$ cat config.mk
export PLATFORM = sky130hd
export DESIGN_NAME = fetch_cond_unit
export DESIGN_NICKNAME = d
export VERILOG_FILES = /design/src/rtl/fetch_pkg.sv /design/src/rtl/fetch_cond_unit_cond_eval.sv /design/src/rtl/fetch_cond_unit.sv
export SDC_FILE = /design/constraint.sdc
export NUM_CORES = 1
export LEC_CHECK = 0
export ABC_CLOCK_PERIOD_IN_PS = 7600
export CAP_MARGIN = 20
export CORE_AREA = 2 2 84 86
export CTS_BUF_LIST = sky130_fd_sc_hd__clkbuf_16
export CTS_CLUSTER_DIAMETER = 200
export DETAILED_ROUTE_END_ITERATION = 12
export DIE_AREA = 0 0 86 88
export MAX_ROUTING_LAYER = met4
export PLACE_DENSITY = 0.95
export SYNTH_ARGS = -nofsm -noshare
export SYNTH_HDL_FRONTEND = slang
export SYNTH_SLANG_ARGS = --single-unit
export TNS_END_PERCENT = 50
$ cat constraint.sdc
create_clock -name clk -period 7.6 [get_ports clk]
set_input_delay 0.76 -clock clk [delete_from_list [all_inputs] [get_ports clk]]
set_output_delay 0.76 -clock clk [all_outputs]
set_load 0.01 [all_outputs]
$ cat src/rtl/fetch_pkg.sv
// Shared encodings for the fetch/condition front end: condition codes, PC update
// modes, PSR bit positions and the opcode values that select the Scond form.
package fetch_pkg;

    localparam logic [3:0] COND_EQ = 4'b0000;
    localparam logic [3:0] COND_NE = 4'b0001;
    localparam logic [3:0] COND_CS = 4'b0010;
    localparam logic [3:0] COND_CC = 4'b0011;
    localparam logic [3:0] COND_HI = 4'b0100;
    localparam logic [3:0] COND_LS = 4'b0101;
    localparam logic [3:0] COND_GT = 4'b0110;
    localparam logic [3:0] COND_LE = 4'b0111;
    localparam logic [3:0] COND_FS = 4'b1000;
    localparam logic [3:0] COND_FC = 4'b1001;
    localparam logic [3:0] COND_LO = 4'b1010;
    localparam logic [3:0] COND_HS = 4'b1011;
    localparam logic [3:0] COND_LT = 4'b1100;
    localparam logic [3:0] COND_GE = 4'b1101;
    localparam logic [3:0] COND_UC = 4'b1110;
    localparam logic [3:0] COND_NV = 4'b1111;

    localparam logic [1:0] PC_HOLD       = 2'b00;
    localparam logic [1:0] PC_RESET      = 2'b01;
    localparam logic [1:0] PC_JUMP       = 2'b10;
    localparam logic [1:0] PC_STEP_OR_BR = 2'b11;

    // PSR packed as {C,L,F,Z,N}
    localparam int unsigned PSR_C = 4;
    localparam int unsigned PSR_L = 3;
    localparam int unsigned PSR_F = 2;
    localparam int unsigned PSR_Z = 1;
    localparam int unsigned PSR_N = 0;

    localparam logic [3:0] OP_REGX   = 4'b0100;
    localparam logic [3:0] EXT_SCOND = 4'b1101;

endpackage

$ cat src/rtl/fetch_cond_unit_cond_eval.sv
// Combinational condition-code evaluator: decides whether a 4-bit condition
// holds against the {C,L,F,Z,N} flag vector.
module cond_eval
    import fetch_pkg::*;
(
    input  logic [3:0] i_cond,
    input  logic [4:0] i_flags,
    output logic       o_condTrue
);

    logic w_c, w_l, w_f, w_z, w_n;

    assign w_c = i_flags[PSR_C];
    assign w_l = i_flags[PSR_L];
    assign w_f = i_flags[PSR_F];
    assign w_z = i_flags[PSR_Z];
    assign w_n = i_flags[PSR_N];

    always_comb begin
        o_condTrue = 1'b0;
        unique case (i_cond)
            COND_EQ: o_condTrue = w_z;
            COND_NE: o_condTrue = ~w_z;
            COND_CS: o_condTrue = w_c;
            COND_CC: o_condTrue = ~w_c;
            COND_HI: o_condTrue = w_l;
            COND_LS: o_condTrue = ~w_l;
            COND_GT: o_condTrue = w_n;
            COND_LE: o_condTrue = ~w_n;
            COND_FS: o_condTrue = w_f;
            COND_FC: o_condTrue = ~w_f;
            COND_LO: o_condTrue = ~w_l & ~w_z;
            COND_HS: o_condTrue = w_l | w_z;
            COND_LT: o_condTrue = ~w_n & ~w_z;
            COND_GE: o_condTrue = w_n | w_z;
            COND_UC: o_condTrue = 1'b1;
            COND_NV: o_condTrue = 1'b0;
        endcase
    end

endmodule

$ cat src/rtl/fetch_cond_unit.sv
// Front-end stage: PC, instruction register and PSR, plus field decode and
// branch/set condition evaluation driven into the multicycle controller.
module fetch_cond_unit
    import fetch_pkg::*;
#(
    parameter int unsigned       WIDTH        = 16,
    parameter logic [WIDTH-1:0]  RESET_VECTOR = '0,
    parameter int unsigned       PC_STEP      = 1
) (
    input  logic             clk,
    input  logic             reset,
    input  logic [WIDTH-1:0] i_memDataIn,
    input  logic             i_instrRegEn,
    input  logic [1:0]       i_pcEn,
    input  logic             i_muxPc,
    input  logic [WIDTH-1:0] i_jumpTarget,
    input  logic             i_codesComputed,
    input  logic             i_aluC,
    input  logic             i_aluL,
    input  logic             i_aluF,
    input  logic             i_aluZ,
    input  logic             i_aluN,
    output logic [WIDTH-1:0] o_pc,
    output logic [WIDTH-1:0] o_instr,
    output logic [3:0]       o_opCode,
    output logic [3:0]       o_rDest,
    output logic [3:0]       o_opCodeExt,
    output logic [3:0]       o_rSrc,
    output logic [WIDTH-1:0] o_immSext,
    output logic [WIDTH-1:0] o_conCodesOut,
    output logic [4:0]       o_psrFlags,
    output logic             o_carryIn
);

    localparam logic [WIDTH-1:0] LP_STEP = WIDTH'(PC_STEP);

    logic [WIDTH-1:0] r_pc;
    logic [WIDTH-1:0] r_instr;
    logic [4:0]       r_psr;

    logic [WIDTH-1:0] w_pc_next;
    logic [WIDTH-1:0] w_imm_sext;
    logic [3:0]       w_cond;
    logic             w_is_scond;
    logic             w_cond_true;

    assign w_imm_sext = {{(WIDTH-8){r_instr[7]}}, r_instr[7:0]};

    always_comb begin
        w_pc_next = r_pc;
        unique case (i_pcEn)
            PC_HOLD:       w_pc_next = r_pc;
            PC_RESET:      w_pc_next = RESET_VECTOR;
            PC_JUMP:       w_pc_next = i_jumpTarget;
            PC_STEP_OR_BR: w_pc_next = i_muxPc ? (r_pc + w_imm_sext) : (r_pc + LP_STEP);
        endcase
    end

    // All three registers see pre-edge values, so a branch taken while the IR
    // reloads still uses the old displacement.
    always_ff @(posedge clk) begin
        if (reset) begin
            r_pc    <= RESET_VECTOR;
            r_instr <= '0;
            r_psr   <= '0;
        end else begin
            r_pc <= w_pc_next;
            if (i_instrRegEn) begin
                r_instr <= i_memDataIn;
            end
            if (i_codesComputed) begin
                r_psr <= {i_aluC, i_aluL, i_aluF, i_aluZ, i_aluN};
            end
        end
    end

    // Scond carries its condition in the rSrc slot; everything else uses rDest.
    assign w_is_scond = (r_instr[15:12] == OP_REGX) && (r_instr[7:4] == EXT_SCOND);
    assign w_cond     = w_is_scond ? r_instr[3:0] : r_instr[11:8];

    cond_eval u_cond_eval (
        .i_cond     (w_cond),
        .i_flags    (r_psr),
        .o_condTrue (w_cond_true)
    );

    assign o_pc          = r_pc;
    assign o_instr       = r_instr;
    assign o_opCode      = r_instr[15:12];
    assign o_rDest       = r_instr[11:8];
    assign o_opCodeExt   = r_instr[7:4];
    assign o_rSrc        = r_instr[3:0];
    assign o_immSext     = w_imm_sext;
    assign o_conCodesOut = {{(WIDTH-1){1'b0}}, w_cond_true};
    assign o_psrFlags    = r_psr;
    assign o_carryIn     = r_psr[PSR_C];

endmodule
==> run_results.csv, run 1 <==
group,metric,value,unit
clocking,cts_resized,0,
final_layout,syn_to_final_growth,32.7,%
timing,worst_slew_pin_slew,0.981,ns
pwr,switching_share,25.8,%
timing,slew_headroom,34.4,%
placement,place_hpwl,5890,um
logic_synthesis,synth_top_area_share,24.6,%
critical_path,reg2reg_depth,10,
routing,vias_per_cell,5.47,
min_path,hp-start,"o_pc[4]",
logic_synthesis,synth_seq_cells,37,
pwr,p_switching,0.167,mW
critical_path,path_max_fanout,15,
critical_path,crit_type,"register to output pin",
critical_path,crit_family,"simple AND/OR/NAND/NOR gates",
pwr,vdd_ir_drop_max,90.7,uV
critical_path,critPathLaunchType,"register",
timing,fmax,257,MHz
critical_path,crit_start,"o_instr[7]",
clocking,cts.path.max_buffers,2,
final_layout,fin_nets,479,
clocking,cts_buffers,5,
routing,drt_wl_total,7720,um
clocking,clock_tree.root_cell,"clkbuf_16",
routing,wl_per_cell,15.3,um
floorplanning,die_w,86,um
timing,finalHoldViolations,0,
routing,vias,2756,
grt,antenna_found_initial,0,
logic_synthesis,synth_top_family_by_area,"simple AND/OR/NAND/NOR gates",
critical_path,critical_path_buf_inv_count,1,
critical_path,crit_slowest_cell,"dfxtp_1",
placement,place_congestion,0.943,
clocking,clock_latency,0.28,ns
floorplanning,rows,30,
timing,final_max_slew_viol_count,0,
routing,drt_iter0_markers,169,
routing,drc,0,
final_layout,final_cell_mix,"114 x clkdlybuf4s50_1, 39 x nor2_1, 37 x dfxtp_1",
floorplanning,start_util,45.4,%
routing,firstDrtPassIters,4,
timing,rsz0062_at_grt,"no",
logic_synthesis,ys_types,54,
logic_synthesis,syn_inst,353,
placement,place_area,3810,sq um
timing,min_period,3.89,ns
status,status,"completed",
pwr,p_int,0.482,mW
grt,grt_max_degree,35,
logic_synthesis,yosys_warnings,0,
logic_synthesis,synthAdderAreaFrac,5.23,%
critical_path,r2r-end,"o_pc[14]",
critical_path,r2r_slack,4.79,ns
timing,setup_tns,0,ns
routing,detail-route-antenna-nets,0,
floorplanning,dieArea,7570,sq um
pwr,pwr-share-clk,41.2,%
logic_synthesis,synth_top_area_cell,"dfxtp_1",
critical_path,slowest_delay,0.61,ns
clocking,postCtsSetupRepairBufs,0,
logic_synthesis,syn_avg_cell_area,8.54,sq um
logic_synthesis,synth_ff_type,"dfxtp_1",
final_layout,mostFrequentLayoutCell,"clkdlybuf4s50_1",
pwr,p_leak,1.67,nW
critical_path,worstPathCellList,"nor4b_4, nand4_4, or3b_1, a211oi_1, a2111oi_2, o211ai_2, clkdlybuf4s50_1",
logic_synthesis,synth_simple_gate_area_share,19.1,%
critical_path,path_depth,7,
logic_synthesis,async_flop_share,0,%
critical_path,endpoint,"o_conCodesOut[0]",
pwr,combPwrFrac,24.1,%
logic_synthesis,synth_edf_count,0,
clocking,cts_tree,"done",
placement,io_buffers,114,
grt,overflow,0,
logic_synthesis,synth-compound-area-share,15.8,%
final_layout,final_area,4000,sq um
logic_synthesis,synthMuxAreaShare,14.0,%
logic_synthesis,ys_seq_area_share,24.6,%
timing,whs,0.560,ns
grt,grt_pass1_vias,2660,
pwr,p_per_area,162,nW/um^2
clocking,clk_pin_slew,0.06,ns
timing,period_share,51.2,%
min_path,hp-class,"register to register",
floorplanning,io_pins,130,
floorplanning,coreArea,6640,sq um
clocking,hold_buffers,0,
logic_synthesis,syn-cell-area,3010,sq um
critical_path,end_kind,"output pin",
logic_synthesis,synth_xor_area_share,3.20,%
clocking,clkSinkCount,37,
pwr,power_frac_seq,34.7,%
final_layout,final.fill_count,559,
clocking,htreeDepth,2,
critical_path,r2r_start,"o_instr[0]",
timing,fin_worst_skew,0.00590,ns
run,max_cap_violations,0,
critical_path,cp_data_required_time,6.84,ns
pwr,power,0.650,mW
final_layout,antennaDiodeCount,0,
timing,setup_viol,0,
grt,track_usage,20.5,%
logic_synthesis,synthTopCellsByArea,"dfxtp_1 25%, buf_4 12%, mux2i_1 11%, nor2_1 4.9%, ha_1 4.6%",
grt,grt_pass1_wl,12200,um
critical_path,crit_arrival,3.13,ns
final_layout,drive_gt1_share,6.13,%
floorplanning,die_y,88,um
worst min path at each step:
stage,cells after the start,to
final,2,o_pc[4]
after CTS,2,o_pc[10]
after floorplan,2,o_pc[10]
after global placement,2,o_pc[10]
after global routing,2,o_pc[10]
after detailed placement,2,o_pc[4]
power by group through the flow:
stage	Clock [mW]	Combinational [mW]	Sequential, mW
final	0.268	0.156	0.225
after global routing	0.280	0.169	0.228
after CTS	0.270	0.157	0.225
after detailed placement	0	0.156	0.229
after global placement	0	0.151	0.229
after floorplan	0	0.101	0.227
worst register-to-register path, stage by stage, from the launching register on:
cell and delay, ns:
dfxtp_1 0.38, nand2b_1 0.17, ha_1 0.21, fa_1 0.41, a21oi_1 0.24, o211ai_1 0.20, a21oi_2 0.26, o22ai_1 0.14
a31oi_1 0.24, nor4b_1 0.07, or3_1 0.37
layout make-up:
class | instances | area (sq um) | share of cell area (%)
clock inverter | 3 | 65.1 | 1.63
tap | 80 | 100 | 2.50
clock buffer | 5 | 125 | 3.13
timing repair buffer | 116 | 1160 | 28.9
sequential | 37 | 741 | 18.5
multi-input combinational | 256 | 1790 | 44.6
inverter | 7 | 26.3 | 0.657
kinds of logic (layout without fill, tap and decap cells):
family | Yosys count | in the layout
buffers and inverters | 74 | 131
AOI/OAI and AO/OA | 72 | 72
adders and majority gates | 12 | 12
other | 1 | 15
muxes | 41 | 41
xor gates and xnor gates | 11 | 11
DFF | 37 | 37
and+or+nand+nor | 105 | 105
sequential cells by signal, summed over array words and instances, names as in the netlist:
name,flops
o_instr,16
o_pc,16
o_psrFlags,5
synthesized netlist by cell type (7+ instances only):
master	n
a21oi_1	19
and2_1	7
buf_4	49
clkbuf_1	11
dfxtp_1	37
ha_1	11
inv_1	7
mux2_2	7
mux2i_1	33
nand2_1	16
nor2_1	39
o21ai_0	12
o22ai_1	7
xnor2_1	8
layer usage:
metal	global-route usage (%)	vias up	share of wire [%]
met4	7.07	0	1.6
li1	-	1321	-
met3	3.39	14	5.7
met1	24.3	1300	41
met2	35.2	121	52
met5	-	-	0
through the flow:
| stage | std cells | setup slack (ns) | utilization [%] |
|---|---|---|---|
| after floorplan | 367 | 4.75 | - |
| after global placement | 496 | 4.04 | 57.3 |
| after detailed placement | 496 | 3.90 | 57.3 |
| after CTS | 504 | 3.72 | 60.2 |
| after global routing | 504 | 3.54 | 60.2 |
| final | 504 | 3.71 | 60.2 |
(Power assumes the default switching activity.)
==> inputs of run 2 (changes only) <==
- ABC_CLOCK_PERIOD_IN_PS: 7600 -> 4040
- CORE_AREA: 2 2 84 86 -> 2 2 87 89
- DIE_AREA: 0 0 86 88 -> 0 0 89 91
- PLACE_DENSITY: 0.95 -> 0.92
- clock period: 7.6 -> 4.04 ns (I/O delays scaled with it)
==> run 2 against run 1 <==
Against the previous run: via count increased by 1.1%; global-route usage decreased by 0.19 points; power increased by 79%; core utilization decreased by 4.1 points; sequential share of layout area about the same; non-clock buffer count increased by 1; die area increased by 7.0%; wire length increased by 4.1%; largest power group unchanged.
==> run_results.csv, run 2 (synthesis gave the netlist of run 1 again) <==
group,metric,value,unit
grt,overflow,0,
critical_path,path_max_fanout,15,
routing,drt_wl_total,8040,um
floorplanning,start_util,42.2,%
critical_path,r2r_slack,1.10,ns
clocking,postCtsSetupRepairBufs,0,
timing,whs,0.560,ns
min_path,min_to,"o_pc[10]",
final_layout,antennaDiodeCount,0,
floorplanning,dieArea,8100,sq um
clocking,clock_tree.root_cell,"clkbuf_16",
placement,place_ws,0.694,ns
placement,io_buffers,114,
routing,drt_iter0_markers,235,
final_layout,syn_to_final_growth,32.9,%
placement,place_congestion,0.900,
clocking,hold_buffers,0,
timing,final_max_slew_viol_count,0,
pwr,p_leak,1.66,nW
routing,wl_per_cell,15.3,um
clocking,cts_buffers,5,
floorplanning,coreArea,7140,sq um
routing,met2_length,4120,um
timing,min_period,3.32,ns
floorplanning,die_w,89,um
final_layout,mostFrequentLayoutCell,"clkdlybuf4s50_1",
critical_path,crit_type,"register to output pin",
timing,slew_headroom,34.5,%
critical_path,slowest_delay,0.56,ns
final_layout,final_cell_mix,"114 x clkdlybuf4s50_1, 39 x nor2_1, 37 x dfxtp_1",
timing,setup_viol,0,
placement,place_area,3840,sq um
critical_path,critical_path_buf_inv_count,1,
clocking,cts_resized,0,
clocking,clock_latency,0.28,ns
run,max_cap_violations,0,
clocking,cts_tree,"done",
min_path,hp-class,"register to register",
grt,grt_pass1_vias,2705,
final_layout,instances_no_fill,524,
timing,rsz0062_at_grt,"no",
clocking,cts.path.max_buffers,2,
pwr,p_per_area,290,nW/um^2
routing,vias_per_cell,5.31,
status,status,"completed",
critical_path,crit_slowest_cell,"clkdlybuf4s50_1",
timing,setup_slack,0.722,ns
routing,route.met3.wl,373,um
critical_path,crit_arrival,2.91,ns
clocking,clk_pin_slew,0.06,ns
floorplanning,rows,31,
routing,highest_layer,"met4",
floorplanning,die_y,91,um
critical_path,r2r_start,"o_instr[0]",
clocking,clkSinkCount,37,
critical_path,critPathLaunchType,"register",
routing,wl_met1,3380,um
grt,grt_max_degree,35,
routing,firstDrtPassIters,4,
timing,period_share,82.1,%
critical_path,r2r-end,"o_pc[14]",
min_path,hp-start,"o_pc[10]",
routing,drc,0,
clocking,htreeDepth,2,
timing,setup_tns,0,ns
timing,fin_worst_skew,0.00668,ns
pwr,vdd_ir_drop_max,148,uV
final_layout,final.fill_count,641,
routing,detail-route-antenna-nets,0,
timing,finalHoldViolations,0,
critical_path,path_depth,8,
placement,placed_cells_incl_taps,516,
critical_path,reg2reg_depth,10,
final_layout,fin_nets,480,
final_layout,final_area,4010,sq um
timing,fmax,301,MHz
grt,track_usage,20.3,%
timing,worst_slew_pin_slew,0.979,ns
final_layout,drive_gt1_share,6.12,%
critical_path,crit_family,"multiplexers",
min_path,min_path_cells,2,
critical_path,end_kind,"output pin",
floorplanning,io_pins,130,
grt,grt_pass1_wl,12900,um
critical_path,worstPathCellList,"nor2b_1, nand4_4, mux2i_2, mux2i_1, xnor2_1, o21ai_0, o211ai_2, clkdlybuf4s50_1",
critical_path,cp_data_required_time,3.64,ns
placement,place_hpwl,5960,um
grt,antenna_found_initial,0,
routing,vias,2785,
[run 2: cell types whose count changed in the layout (fill, tap and decap cells not counted)]
cell	before	now
clkinv_1	0	1
bufinv_16	2	1
clkinvlp_4	0	1
clkinv_2	1	0
buf_4	2	3
[run 2: tightest hold or removal path, cell delays in order, from the launching register on]
cell and delay (ns):
dfxtp_1 0.35, o21ai_0 0.09, a21oi_1 0.06
[run 2: final cells by class]
type	instances	area (sq um)	area share, %
clock inverter	3	41.3	1.03
sequential	37	741	18.5
multi-input combinational	256	1790	44.6
timing repair buffer	117	1160	29.0
inverter	7	26.3	0.656
tap	99	124	3.09
clock buffer	5	125	3.12
[run 2: per-layer routing]
layer / global-route usage [%] / vias to the layer above
li1: - / 1329
met3: 2.73 / 17
met2: 33.9 / 107
met4: 7.59 / 0
met1: 24.6 / 1332
met5: - / -
[run 2: worst max-delay path by stage]
stage                     startpoint                to
after floorplan           o_instr[0]          o_pc[14]
after global placement       i_muxPc          o_pc[14]
after detailed placement     i_muxPc          o_pc[14]
after CTS                 o_instr[6]  o_conCodesOut[0]
after global routing      o_instr[6]  o_conCodesOut[0]
final                     o_instr[6]  o_conCodesOut[0]
[run 2: stage by stage]
step | utilization, % | power [mW]
global route | 56.1 | 1.21
floorplan | - | 0.617
CTS | 56.1 | 1.17
detailed placement | 53.8 | 0.726
finish | 56.1 | 1.16
global placement | 53.8 | 0.716
[run 2: power breakdown]
part / internal (mW) / switching [mW]
combinational: 0.169 / 0.128
sequential: 0.386 / 0.0373
clock: 0.289 / 0.151
==> RTL change 1 (config.mk and constraints of run 2) <==
The parameter `WIDTH` goes from 16 to 24.
--- a/src/rtl/fetch_cond_unit.sv
+++ b/src/rtl/fetch_cond_unit.sv
@@ -3,7 +3,7 @@
 module fetch_cond_unit
     import fetch_pkg::*;
 #(
-    parameter int unsigned       WIDTH        = 16,
+    parameter int unsigned       WIDTH        = 24,
     parameter logic [WIDTH-1:0]  RESET_VECTOR = '0,
     parameter int unsigned       PC_STEP      = 1
 ) (
Ports: changed (6 resized); port bits go from 130 to 178. The function was not compared with the original's and may differ.
==> RTL change 1 against run 2 <==
  * Critical path depth fell by 1
  * Combinational power rose by 42%
  * Highest routed layer unchanged
  * Critical path type unchanged
  * Worst setup slack got worse by 0.34 ns
  * Power rose by 25%
  * Area after synthesis rose by 42%
  * Wire length rose by 58%
  * Global-route usage rose by 11 points
  * Design area rose by 39%
  * Sequential cell count rose by 16
==> RTL change 1: results (changes against run 2) <==
Outcome:
- Status: complete, no violations (unchanged).

Worst hold path:
- The worst hold path endpoint is o_pc[11] (was o_pc[10]).
- The worst min-delay path startpoint is o_pc[11] (was o_pc[10]).

Final layout:
- The final-layout fill cell count came to 531 (was 641).
- The net count of the finished layout came to 695 (was 480).
- The multi-input combinational gate total came to 390 (was 256).
- The number of non-clock buffers came to 161 (was 117).
- The cell area after layout is 5554 µm² (was 4006 µm²).
- The non-clock buffer share of cell area is 28.61% (was 29.04%).

Logic synthesis:
- The per-instance average area after synthesis is 8.135 µm² (was 8.539 µm²).
- Top area cells in the synthesized netlist: dfxtp_1 (25%), buf_4 (12%), mux2i_1 (10%) (was dfxtp_1 (25%), buf_4 (12%), mux2i_1 (11%)).
- The count of unique library cells instantiated by Yosys is 73 (was 54).
- The mux cell area share after synthesis is 12.75% (was 14.03%).
- The parity-gate share of the synthesized area counting xor and xnor cells is 2.661% (was 3.196%).
- The fraction of the mapped netlist area in compound gates was 18.30% (was 15.77%).

Route:
- The first-pass iteration count of the detailed router came to 5 (was 4).
- The average routed wire per standard cell is 17.55 µm (was 15.34 µm).
- The overall via count from detail_route was 4217 (was 2785).
- The total routed wirelength is 12690 µm (was 8039 µm).
- The count of routing violations after the opening detailed-route iteration came to 303 (was 235).

Critical path:
- The kind of cell adding the most delay to the critical path is simple AND/OR/NAND/NOR gates (was multiplexers).
- The reg-to-reg setup timing slack is 1.03 ns (was 1.10 ns).
- The end of the worst register-to-register path is o_pc[18] (was o_pc[14]).
- The highest fanout seen on the critical path is 6 (was 15).
- The source of the critical timing path is o_instr[12] (was o_instr[6]).
- The critical-path cell with the highest stage delay is or4b_1 (was clkdlybuf4s50_1).

Pwr:
- The power in the clock group is 0.000432 W (was 0.000440 W).
- The switching fraction of total power is 30.74% (was 27.31%).
- The overall power is 0.001455 W (was 0.001161 W).
- The worst-case vdd ir drop is 0.1665 mV (was 0.1483 mV).
- The share of total power in combinational logic is 29.1% (was 25.6%).

Timing:
- The transition at the pin with the smallest max-transition slack is 0.9906 ns (was 0.9787 ns).
- The period utilization is 90.60% (was 82.12%).
- The worst clock skew is 0.006113 ns (was 0.006675 ns).
- The worst hold slack came to 0.4825 ns (was 0.5599 ns).

Global routing:
- The first-pass GRT wire length is 20090 µm (was 12880 µm).
- The total global routing track utilization is 31.68% (was 20.32%).
- The maximum number of pins on one net before global-route repair came to 54 (was 35).

Placed design:
- The pre-CTS worst setup slack is 0.5382 ns (was 0.6940 ns).
- The cell total after placement is 715 (was 516).
- The number of I/O port buffers is 154 (was 114).
- The total placed instance area is 5411 µm² (was 3840 µm²).
- The routability congestion estimate is 0.9140 (was 0.8999).
- The detailed-placement wirelength estimate is 9545 µm (was 5961 µm).

CTS:
- The clock insertion delay at the later pin of the skew report is 0.29 ns.
- The clock sink count is 53 (was 37).
## RTL change 1: changes by cell type in the layout (fill, tap and decap cells not counted), sizes merged, moves of 10 or more
cell	change
o21ai	+15
dfxtp	+16
nor2	+27
nand3	+10
clkdlybuf4s50	+39
nand2	+14
mux2i	+10
## RTL change 1: cells by family after synthesis
family	after synthesis
xor gates and xnor gates	13
DFF	53
AOI/OAI and AO/OA	115
buffers and inverters	105
muxes	53
and+or+nand+nor	174
other	1
adders and majority gates	12
## RTL change 1: metal layers
| layer | vias up | GRT usage (%) | wire, µm |
|---|---|---|---|
| li1 | 1998 | - | - |
| met1 | 1975 | 40.09 | 5153 |
| met2 | 222 | 52.61 | 6364 |
| met3 | 22 | 4.455 | 951 |
| met4 | 0 | 8.458 | 216 |
| met5 | - | - | 0 |
==> RTL change 2 (config.mk and constraints of run 2) <==
Made on the original files. Register the output `o_opCodeExt`; this adds one clock of latency there. The other outputs are not delayed to match.
--- a/src/rtl/fetch_cond_unit.sv
+++ b/src/rtl/fetch_cond_unit.sv
@@ -88,7 +88,9 @@
     assign o_instr       = r_instr;
     assign o_opCode      = r_instr[15:12];
     assign o_rDest       = r_instr[11:8];
-    assign o_opCodeExt   = r_instr[7:4];
+    always_ff @(posedge clk) begin
+        o_opCodeExt <= r_instr[7:4];
+    end
     assign o_rSrc        = r_instr[3:0];
     assign o_immSext     = w_imm_sext;
     assign o_conCodesOut = {{(WIDTH-1){1'b0}}, w_cond_true};
Behaviour: not the same (a bounded check fails within 4 cycles, from zero or initial values and one cycle with reset high).
==> RTL change 2 against run 2 <==
  * Power rose by 6.2%
  * Design area is 5.5% higher
  * Register-to-register slack gained 0.27 ns
  * Wire length up 12%
  * Clock skew fell by 0.0016 ns
  * Utilization rose by 3.1 points
  * Die area is the same
  * Area after synthesis rose by 4.4%
  * Worst setup slack got worse by 0.036 ns
  * Sequential cell count rose by 4
  * Critical endpoint unchanged
  * Largest cell class unchanged
==> RTL change 2: results (changes against run 2) <==
Critical path:
- The start of the worst register-to-register path is o_instr[1] (was o_instr[0]).
- The worst stage delay on the critical path was 0.54 ns (was 0.56 ns).
- The kind of cell adding the most delay to the critical path is simple AND/OR/NAND/NOR gates (was multiplexers).
- The highest fanout seen on the critical path is 12 (was 15).
- The source of the critical timing path is o_instr[12] (was o_instr[6]).
- The reg-to-reg setup timing slack is 1.37 ns (was 1.10 ns).
- The arrival time of data at the critical path endpoint was 2.95 ns (was 2.91 ns).

Global routing:
- The global routing met1 resource utilization is 28.17% (was 24.64%).
- The maximum number of pins on one net before global-route repair was 37 (was 35).
- The global-route met2 utilization is 36.07% (was 33.89%).
- The total global routing track utilization is 22.24% (was 20.32%).
- The first-pass GRT wire length was 13920 µm (was 12880 µm).
- The via count of the first global-routing pass was 2775 (was 2705).
- The met3 capacity usage during global routing is 3.455% (was 2.727%).

Placed design:
- The pre-CTS worst setup slack is 0.9395 ns (was 0.6940 ns).
- The routability congestion estimate is 0.9477 (was 0.8999).
- The detailed-placement wirelength estimate is 6492 µm (was 5961 µm).
- The total placed instance area was 4065 µm² (was 3840 µm²).
- The cell total after placement is 541 (was 516).

Outcome:
- Status: complete, no violations (unchanged).

Route:
- The first-pass iteration count of the detailed router came to 5 (was 4).
- The via density per instance came to 5.651 (was 5.315).
- The overall via count from detail_route is 3097 (was 2785).
- The count of routing violations after the opening detailed-route iteration came to 361 (was 235).

Logic synthesis:
- The sequential share of the synthesized area is 26.09% (was 24.57%).
- Most used standard cells in the synthesized netlist: buf_4 (46), dfxtp_1 (41), nor2_1 (41) (was buf_4 (49), nor2_1 (39), dfxtp_1 (37)).
- The per-instance average area after synthesis is 8.366 µm² (was 8.539 µm²).

Worst hold path:
- The worst min-delay path startpoint is o_instr[5] (was o_pc[10]).

Final layout:
- The fraction of final layout cells sized beyond drive strength 1 is 6.013% (was 6.118%).
- The net count of the finished layout is 505 (was 480).

Timing:
- The transition at the pin with the smallest max-transition slack is 1.002 ns (was 0.9787 ns).
- The shortest period the worst path allows is 3.354 ns (was 3.318 ns).
- The worst clock skew is 0.005114 ns (was 0.006675 ns).

Pwr:
- The leakage power total is 1.734 nW (was 1.663 nW).
- The worst-case vdd ir drop was 0.1637 mV (was 0.1483 mV).
-- RTL change 2: cell count changes after synthesis, sizes merged, moves of 4 or more --
cell	run 2	this run
nand3	5	13
a21oi	20	13
dfxtp	37	41
and3b	6	1
nor3	4	10
-- RTL change 2: final timing paths --
kind,cells after the start,endpoint
worst min register to register,0,o_opCodeExt[1]
worst min-delay path,0,o_opCodeExt[1]
worst max-delay path,7,o_conCodesOut[0]
worst max register to register,8,o_pc[9]
-- RTL change 2: cells by family after synthesis --
group | Yosys count | synth area share [%]
other | 1 | 0.1192
AOI/OAI and AO/OA | 81 | 19.13
adders and majority gates | 12 | 5.012
DFF | 41 | 26.09
muxes | 37 | 12.13
buffers and inverters | 74 | 14.44
xor gates and xnor gates | 11 | 3.063
and+or+nand+nor | 119 | 20.01
-- RTL change 2: where the power goes --
group | leakage [nW] | internal, W | switching, W
logic | 1.32 | 0.000177 | 0.000146
clock network | 0.0797 | 0.000287 | 0.000155
registers | 0.338 | 0.000429 | 0.0000401
total | 1.73 | 0.000892 | 0.000341
-- RTL change 2: stage by stage --
step | util [%] | hold slack, ns
4_1_cts | 59.20 | 0.4452
5_1_grt | 59.20 | 0.4606
3_5_place_dp | 56.96 | 0.4359
2_1_floorplan | - | 0.4268
6_report | 59.20 | 0.4414
3_3_place_gp | 56.96 | 0.4318
-- RTL change 2: metal layers --
layer	wire (µm)	share of wire, %	vias to the layer above
met5	0	0	-
li1	-	-	1456
met4	170	1.9	0
met2	4451	50	184
met1	3647	41	1435
met3	711	7.9	22
-- RTL change 2: area by class of cell --
type | instances | area (µm²)
clock inverter | 2 | 35.03
fill | 610 | 2912
clock buffer | 5 | 125.1
multi-input combinational | 275 | 1923
tap | 99 | 123.9
sequential | 41 | 820.8
inverter | 9 | 33.78
timing repair buffer | 117 | 1164
